`config.mk`:
```
export PLATFORM = sky130hd
export DESIGN_NAME = wb_arbiter
export DESIGN_NICKNAME = d
export VERILOG_FILES = /design/src/rtl/wb_arbiter_pkg.sv /design/src/rtl/wb_arbiter_priority_encoder.sv /design/src/rtl/wb_arbiter.sv
export SDC_FILE = /design/constraint.sdc
export NUM_CORES = 1
export LEC_CHECK = 0
export ABC_AREA = 1
export BUFFER_PORTS_ARGS = -buffer_cell sky130_fd_sc_hd__buf_2
export CORE_AREA = 2 2 111 113
export DETAILED_ROUTE_END_ITERATION = 10
export DIE_AREA = 0 0 113 115
export REMOVE_ABC_BUFFERS = 1
export SETUP_SLACK_MARGIN = 0.5
export SYNTH_ARGS = -nofsm -noshare
export SYNTH_HDL_FRONTEND = slang
export SYNTH_SLANG_ARGS = --single-unit
```
`constraint.sdc`:
```
create_clock -name clk_i -period 1 [get_ports clk_i]
set_input_delay 0.1 -clock clk_i [delete_from_list [all_inputs] [get_ports clk_i]]
set_output_delay 0.1 -clock clk_i [all_outputs]
set_load 0.005 [all_outputs]
```
`src/rtl/wb_arbiter_pkg.sv`:
```
`default_nettype none
// +--------------------------------------------------------------------------+
// | wb_arbiter_pkg: arbiter state encoding and width helpers                 |
// | Revision: 1.0                                                            |
// +--------------------------------------------------------------------------+
package wb_arbiter_pkg;

    typedef enum logic [1:0] {
        ST_IDLE    = 2'd0,
        ST_GRANTED = 2'd1,
        ST_ABORT   = 2'd2
    } arb_state_t;

    function automatic int idx_width(input int n);
        return (n > 1) ? $clog2(n) : 1;
    endfunction

    function automatic int cnt_width(input int t);
        return (t > 0) ? $clog2(t + 1) : 1;
    endfunction

endpackage
`default_nettype wire

```
`src/rtl/wb_arbiter_priority_encoder.sv`:
```
`default_nettype none
// +--------------------------------------------------------------------------+
// | wb_arbiter_priority_encoder: one-hot/multi-hot to index priority encoder |
// | Revision: 1.0                                                            |
// +--------------------------------------------------------------------------+
module wb_arbiter_priority_encoder
    import wb_arbiter_pkg::*;
#(
    parameter int WIDTH             = 4,
    parameter int LSB_HIGH_PRIORITY = 1,
    localparam int OUT_W            = idx_width(WIDTH)
) (
    input  logic [WIDTH-1:0] input_unencoded,
    output logic             output_valid,
    output logic [OUT_W-1:0] output_encoded
);

    // Scan toward the high-priority end so the last hit is the winner.
    always_comb begin
        output_valid   = |input_unencoded;
        output_encoded = '0;
        if (LSB_HIGH_PRIORITY != 0) begin
            for (int i = WIDTH - 1; i >= 0; i--) begin
                if (input_unencoded[i]) output_encoded = OUT_W'(i);
            end
        end else begin
            for (int i = 0; i < WIDTH; i++) begin
                if (input_unencoded[i]) output_encoded = OUT_W'(i);
            end
        end
    end

endmodule
`default_nettype wire

```
`src/rtl/wb_arbiter.sv`:
```
`default_nettype none
// +--------------------------------------------------------------------------+
// | wb_arbiter: Wishbone B4 classic arbiter, N masters onto one slave port   |
// | Revision: 1.0                                                            |
// +--------------------------------------------------------------------------+
module wb_arbiter
    import wb_arbiter_pkg::*;
#(
    parameter int NUM_MASTERS    = 2,
    parameter int ADDR_WIDTH     = 32,
    parameter int DATA_WIDTH     = 32,
    parameter int SEL_WIDTH      = DATA_WIDTH / 8,
    parameter int ROUND_ROBIN    = 1,
    parameter int TIMEOUT_CYCLES = 0,
    localparam int IDX_W         = idx_width(NUM_MASTERS)
) (
    input  logic                              clk_i,
    input  logic                              rst_ni,
    input  logic [NUM_MASTERS*ADDR_WIDTH-1:0] m_adr_i,
    input  logic [NUM_MASTERS*DATA_WIDTH-1:0] m_dat_i,
    input  logic [NUM_MASTERS*SEL_WIDTH-1:0]  m_sel_i,
    input  logic [NUM_MASTERS-1:0]            m_we_i,
    input  logic [NUM_MASTERS-1:0]            m_cyc_i,
    input  logic [NUM_MASTERS-1:0]            m_stb_i,
    output logic [DATA_WIDTH-1:0]             m_dat_o,
    output logic [NUM_MASTERS-1:0]            m_ack_o,
    output logic [NUM_MASTERS-1:0]            m_err_o,
    output logic [ADDR_WIDTH-1:0]             s_adr_o,
    output logic [DATA_WIDTH-1:0]             s_dat_o,
    output logic [SEL_WIDTH-1:0]              s_sel_o,
    output logic                              s_we_o,
    output logic                              s_cyc_o,
    output logic                              s_stb_o,
    input  logic [DATA_WIDTH-1:0]             s_dat_i,
    input  logic                              s_ack_i,
    input  logic                              s_err_i,
    output logic [NUM_MASTERS-1:0]            grant_o,
    output logic                              grant_valid_o,
    output logic [IDX_W-1:0]                  grant_idx_o
);

    localparam int              CNT_W      = cnt_width(TIMEOUT_CYCLES);
    localparam logic [IDX_W-1:0] LAST_RESET = IDX_W'(NUM_MASTERS - 1);
    localparam logic [CNT_W-1:0] WD_LAST    = CNT_W'(TIMEOUT_CYCLES - 1);

    arb_state_t             state, state_nxt;
    logic [NUM_MASTERS-1:0] grant, grant_nxt;
    logic [IDX_W-1:0]       grant_idx, grant_idx_nxt;
    logic [IDX_W-1:0]       last_idx, last_idx_nxt;
    logic [CNT_W-1:0]       wd_cnt, wd_cnt_nxt;
    logic                   abort_first, abort_first_nxt;

    logic [NUM_MASTERS-1:0] req_masked;
    logic                   masked_valid, all_valid;
    logic [IDX_W-1:0]       masked_idx, all_idx, winner_idx;
    int unsigned            gi;
    logic                   cyc_g, stb_g, we_g, stalled;

    // Round-robin mask: only masters after the previous winner stay eligible.
    for (genvar i = 0; i < NUM_MASTERS; i++) begin : g_mask
        assign req_masked[i] = m_cyc_i[i] && (IDX_W'(i) > last_idx);
    end

    wb_arbiter_priority_encoder #(
        .WIDTH            (NUM_MASTERS),
        .LSB_HIGH_PRIORITY(1)
    ) u_enc_masked (
        .input_unencoded(req_masked),
        .output_valid   (masked_valid),
        .output_encoded (masked_idx)
    );

    wb_arbiter_priority_encoder #(
        .WIDTH            (NUM_MASTERS),
        .LSB_HIGH_PRIORITY(1)
    ) u_enc_all (
        .input_unencoded(m_cyc_i),
        .output_valid   (all_valid),
        .output_encoded (all_idx)
    );

    assign winner_idx = (ROUND_ROBIN != 0 && masked_valid) ? masked_idx : all_idx;

    assign gi      = 32'(grant_idx);
    assign cyc_g   = m_cyc_i[grant_idx];
    assign stb_g   = m_stb_i[grant_idx];
    assign we_g    = m_we_i[grant_idx];
    assign stalled = stb_g && !s_ack_i && !s_err_i;

    always_comb begin
        state_nxt       = state;
        grant_nxt       = grant;
        grant_idx_nxt   = grant_idx;
        last_idx_nxt    = last_idx;
        wd_cnt_nxt      = '0;
        abort_first_nxt = 1'b0;
        case (state)
            ST_IDLE: begin
                if (all_valid) begin
                    state_nxt     = ST_GRANTED;
                    grant_idx_nxt = winner_idx;
                    last_idx_nxt  = winner_idx;
                    grant_nxt     = NUM_MASTERS'(1) << winner_idx;
                end
            end
            ST_GRANTED: begin
                if (!cyc_g) begin
                    state_nxt     = ST_IDLE;
                    grant_nxt     = '0;
                    grant_idx_nxt = '0;
                end else if (TIMEOUT_CYCLES > 0 && stalled) begin
                    // Reaching the last stalled count trips the abort on this edge.
                    if (wd_cnt == WD_LAST) begin
                        state_nxt       = ST_ABORT;
                        abort_first_nxt = 1'b1;
                    end else begin
                        wd_cnt_nxt = wd_cnt + 1'b1;
                    end
                end
            end
            ST_ABORT: begin
                if (!cyc_g) begin
                    state_nxt     = ST_IDLE;
                    grant_nxt     = '0;
                    grant_idx_nxt = '0;
                end
            end
            default: begin
                state_nxt     = ST_IDLE;
                grant_nxt     = '0;
                grant_idx_nxt = '0;
            end
        endcase
    end

    always_ff @(posedge clk_i or negedge rst_ni) begin
        if (!rst_ni) begin
            state       <= ST_IDLE;
            grant       <= '0;
            grant_idx   <= '0;
            last_idx    <= LAST_RESET;
            wd_cnt      <= '0;
            abort_first <= 1'b0;
        end else begin
            state       <= state_nxt;
            grant       <= grant_nxt;
            grant_idx   <= grant_idx_nxt;
            last_idx    <= last_idx_nxt;
            wd_cnt      <= wd_cnt_nxt;
            abort_first <= abort_first_nxt;
        end
    end

    always_comb begin
        s_adr_o = '0;
        s_dat_o = '0;
        s_sel_o = '0;
        s_we_o  = 1'b0;
        s_cyc_o = 1'b0;
        s_stb_o = 1'b0;
        m_ack_o = '0;
        m_err_o = '0;
        case (state)
            ST_GRANTED: begin
                s_adr_o              = m_adr_i[gi*ADDR_WIDTH +: ADDR_WIDTH];
                s_dat_o              = m_dat_i[gi*DATA_WIDTH +: DATA_WIDTH];
                s_sel_o              = m_sel_i[gi*SEL_WIDTH +: SEL_WIDTH];
                s_we_o               = we_g;
                s_cyc_o              = cyc_g;
                s_stb_o              = stb_g;
                m_ack_o[grant_idx]   = s_ack_i & stb_g;
                m_err_o[grant_idx]   = s_err_i & stb_g;
            end
            ST_ABORT: begin
                m_err_o[grant_idx] = abort_first;
            end
            default: ;
        endcase
    end

    assign m_dat_o       = s_dat_i;
    assign grant_o       = grant;
    assign grant_valid_o = (state != ST_IDLE);
    assign grant_idx_o   = grant_idx;

endmodule
`default_nettype wire

```
=== Word-level counts from Yosys, hierarchy flattened ===
Index checks and enable logic that the tools add are counted.

* Bits in registers: 6
* Input bits: 178
* Output and inout bits: 111
* Word-level logic and storage cells: 59

* Order comparisons: 4
* Equal/unequal tests: 4
* Shift operators: 4
* Mux-type cells: 29
* Bitwise logic cells: 4
* Reductions and logical operators: 10

{| class="wikitable"
|+ Operators by type and width
! cell !! count
|-
| $shiftx 64x7->32 || 2
|-
| $mux 32 || 2
|-
| $mux 1 || 17
|-
| $mux 2 || 5
|-
| $pmux 2 s2 || 2
|-
| $shiftx 8x4->4 || 1
|-
| $reduce_or 2->1 || 3
|-
| $and 2x2->2 || 2
|-
| $mux 4 || 1
|-
| $ne 2x2->1 const B || 2
|-
| $reduce_and 2->1 || 2
|-
| $logic_and 1x1->1 || 3
|-
| $and 1x1->1 || 2
|-
| $eq 2x1->1 const B || 1
|-
| $eq 2x2->1 const B || 1
|-
| $gt 1x1->1 const A || 2
|-
| $logic_not 2->1 || 1
|-
| $lt 1x2->1 const B || 1
|-
| $pmux 1 s2 || 1
|-
| $reduce_bool 2->1 || 1
|-
| $shl 1x1->2 const A || 1
|-
| $demux 1 s1 || 1
|-
| $ge 1x1->1 const B || 1
|}

=== Logic depth before layout (Yosys ltp) ===
* Word-level depth: 8
* Depth in mapped cells: 6
* Depth with buffers taken out: 5

=== Modules after synthesis ===
From an unflattened synthesis, not the netlist that was laid out.

* Cells, all modules: 310
* Area, all modules: 1620.3 sq um

{| class="wikitable"
|+ Modules (own cells, without submodules)
! module !! times used !! cells an instance !! area an instance (sq um) !! sequential area each (sq um)
|-
| wb_arbiter || 1 || 302 || 1590.3 || 101.3
|-
| wb_arbiter_priority_encoder || 2 || 4 || 15.0 || 0.0
|}

=== Least setup slack after synthesis ===
OpenSTA, ideal clock, no wires.

* Path type: reg-to-reg
* Start: register state[0]
* End: register grant_idx (netlist: grant_idx_o)
* Library setup time: 0.119 ns
* Arrival time: 0.957 ns
* Required time: 0.881 ns
* Path slack: -0.076 ns
* Stages on the path, launching flop included: 6
* Buffers on the path: 1
* Clock period less this slack: 1.076 ns
* Path through: dfrtp_1 -> buf_4 -> inv_2 -> o21ai_0 -> nand3_1 -> nand2_1

* Cells in the longest elaborated chain, start to end: 4
* Elaborated cells on any way between the ends: 8
* Classes of those cells: eq/ne: 4; mux: 1; reduce/logical: 3

{| class="wikitable"
|+ RTL lines
! item !! RTL line !! RTL
|-
| from (decl) || wb_arbiter.sv:46 || <nowiki>arb_state_t state, state_nxt;</nowiki>
|-
| from (signal assigned) || wb_arbiter.sv:145 || <nowiki>state <= state_nxt;</nowiki>
|-
| $eq 2x1->1 or $eq 2x2->1 (tied branches) || wb_arbiter.sv:97 || <nowiki>case (state)</nowiki>
|-
| $reduce_or 2->1 (no line) || -- ||
|-
| $ne 2x2->1 (no line) || -- ||
|-
| $reduce_and 2->1 (no line) || -- ||
|-
| to (signal assigned) || wb_arbiter.sv:147 || <nowiki>grant_idx <= grant_idx_nxt;</nowiki>
|-
| to (decl) || wb_arbiter.sv:48 || <nowiki>logic [IDX_W-1:0] grant_idx, grant_idx_nxt;</nowiki>
|}

Several ways; a longest one is shown, not always the timed one.
A chain may end at the register's enable or synchronous reset.

=== Worst setup path after layout ===
* Start: register state[0]
* End: output port s_dat_o[28]

* Cells in the longest elaborated chain, start to end: 2

{| class="wikitable"
|+ RTL lines
! item !! RTL line !! RTL
|-
| $eq 2x1->1 || wb_arbiter.sv:163 || <nowiki>case (state)</nowiki>
|-
| $mux 32 || wb_arbiter.sv:163 ||
|-
| to (decl) || wb_arbiter.sv:29 || <nowiki>output logic [DATA_WIDTH-1:0] s_dat_o,</nowiki>
|}

No other way between the ends.

==> reports/summary.txt <==
Placed Cells = 636
Final GP Congestion = 0.787
Post-DP HPWL = 6810 µm
total CTS buffers = 3
RSZ-0062 raised after global routing = yes
IO buf count = 224
most frequent cells in the layout = buf_2, nand2_1, nand3_1
Layout fillers = 1,340
die height = 115 µm
syn_area_per_cell = 4.90 µm²
Ports = 289
HP Class = in -> reg
Post-Syn Area = 1470 µm²
crit end category = output port
largest net degree at the start of global routing = 38
TritonCTS clock tree = built
WP data required = 0.90 ns
placed cell areas = 2640 µm²
vias post-DR = 2,701
nets = 689
min Tclk post-route = 1.43 ns
worst-path maximum fanout = 8
clk slew on worst S/H paths = 0.03 ns
row cnt = 40
Final Hold Vio Count = 0
initial antenna violation count = 0
Seq cells post-synth = 4
DIE WIDTH = 113 µm
share of cells above drive strength 1 = 61.4%
r2r worst-path depth = 9
H-tree depth = 1
multi-input combinational cell area = 1190 µm²
final antenna diode count = 0
final wirelength = 9480 µm
Seq/Total Area, Yosys = 6.90%
antenna viol nets, final = 0
r2r startpoint = state[0]$_DFFE_PN0P_
yosys warns = 0
drt pass-1 iters = 8
final setup fails = 82
# clock sinks = 4
Post-Layout Cell Count = 657
Post-route DRC = 16
CP arrival = 1.33 ns
WS Path Type = reg -> out
first-pass GRT wire length = 11,400 µm
commonest non-fill, non-tap cell in the layout = buf_2
Max Slew Vio Count = 0
final worst-path setup slack = -0.431 ns
Fin Setup TNS = -31.40 ns
vias in the first global route = 2,303
Critical path origin = state[0]$_DFFE_PN0P_
Pwr Density = 2700 nW/µm²
Initial Util = 12.4%
Synth cell types = 14
status = finished with violations
Synth Instances = 300
initial DRC count = 105
Period Utilization, post-route = 143%
total grt overflow = 0
die area = 13,000 µm²
CTS root buf = clkbuf_16
fin area = 3240 µm²
Least-Margin Pin Slew = 0.276 ns
worst setup path endpoint = s_dat_o[28]
violated checks = DRC, setup timing
Avg Vias per Cell = 4.11
Synth-to-Final Area Change = 121%
Total GRT Usage = 11.2%
post-DR wirelength/cell = 14.4 µm
Worst setup SP type = flop
max-cap viol count = 0
FF-to-FF setup slack = -0.28 ns
slew margin rel. = 81.6%
clk_lat worst skew = 0.22 ns
Hold Crit Start = m_cyc_i[1]
Storage cell area = 104 µm²
pre-CTS WS = -0.201 ns
Peak VDD IR = 1330 µV
P_leak = 2.05 nW
skew final = 0.00445 ns
Clock Path Buffers = 2
terminus of the critical flop-to-flop path = state[0]$_DFFE_PN0P_
FMAX = 0.699 GHz
core area = 11,800 µm²
[cell type report]
class / count / share of cell area, %
tap: 147 / 5.67
sequential: 4 / 3.20
multi-input combinational: 235 / 36.7
inverter: 5 / 0.888
clock buffer: 4 / 2.43
timing repair buffer: 262 / 51.1
[cells in the mapped netlist, drive strengths merged]
| library cell | number | area share, % |
|---|---|---|
| nand3 | 73 | 25 |
| dfstp | 1 | 1.8 |
| o21ai | 1 | 0.34 |
| buf | 50 | 23 |
| nand2 | 154 | 39 |
| inv | 5 | 1.3 |
| a21oi | 2 | 0.94 |
| clkbuf | 6 | 1.5 |
| nor2 | 5 | 1.8 |
| dfrtp | 3 | 5.1 |
[flip-flops by register name, summed over array words and instances, names as in the netlist]
name,cells
grant_idx_o,1
grant_o,1
last_idx,1
state,1
[per-layer routing]
layer / up-vias / share of wire, % / GRT usage (%)
met5: - / 0.73 / 4.44
met4: 2 / 0.38 / 2.20
met3: 6 / 13 / 6.38
li1: 1342 / - / -
met2: 191 / 46 / 17.9
met1: 1160 / 40 / 12.8
[worst min-delay path by stage]
stage	end	slack (ns)	cells after the start
after global placement	grant_o[0]$_DFFE_PN0P_	-0.09	1
after detailed placement	grant_o[0]$_DFFE_PN0P_	-0.09	1
final	last_idx$_DFFE_PN1P_	0.19	3
after CTS	last_idx$_DFFE_PN1P_	0.16	3
after floorplan	grant_idx_o$_DFFE_PN0P_	-0.20	0
after global routing	m_dat_o[10]	0.20	0
[critical path: stages (launching register included)]
cell and delay [ns]:
dfrtp_2 0.37, inv_2 0.06, nor2_4 0.13, buf_12 0.16, clkbuf_16 0.17, nand2_1 0.05, nand2_1 0.05, buf_2 0.11
[through the flow]
step / util, % / power, W / hold WS (ns)
5_1_grt: 27.4 / 0.00946 / 0.200
3_3_place_gp: 22.3 / 0.00596 / -0.0855
3_5_place_dp: 22.3 / 0.00595 / -0.0860
4_1_cts: 23.9 / 0.00696 / 0.161
2_1_floorplan: - / 0.00253 / -0.196
6_report: 27.4 / 0.00875 / 0.187
[power by group]
part	internal (W)	switching (W)	leakage (nW)
Clock	0.000527	0.000115	0.0382
Sequential	0.000264	0.0000746	0.0449
Combinational	0.00386	0.00391	1.96
[repair_timing]
| action | in CTS | in global routing |
|---|---|---|
| endpoints found under the setup margin | 83 | 83 |
| gates cloned | 0 | 7 |
| hold buffers | 1 | 0 |
| pin swaps | 2 | 11 |
| hold endpoints to repair | 4 | 0 |
| gates resized for setup | 23 | 56 |
| buffers inserted | 2 | 7 |
[cells by family after synthesis]
| group | share of synthesized area, % |
|---|---|
| compound gates | 1.28 |
| buf+inv | 25.8 |
| flops | 6.90 |
| simple gates | 66.0 |
No activity file was read; power rests on OpenSTA's default activity.
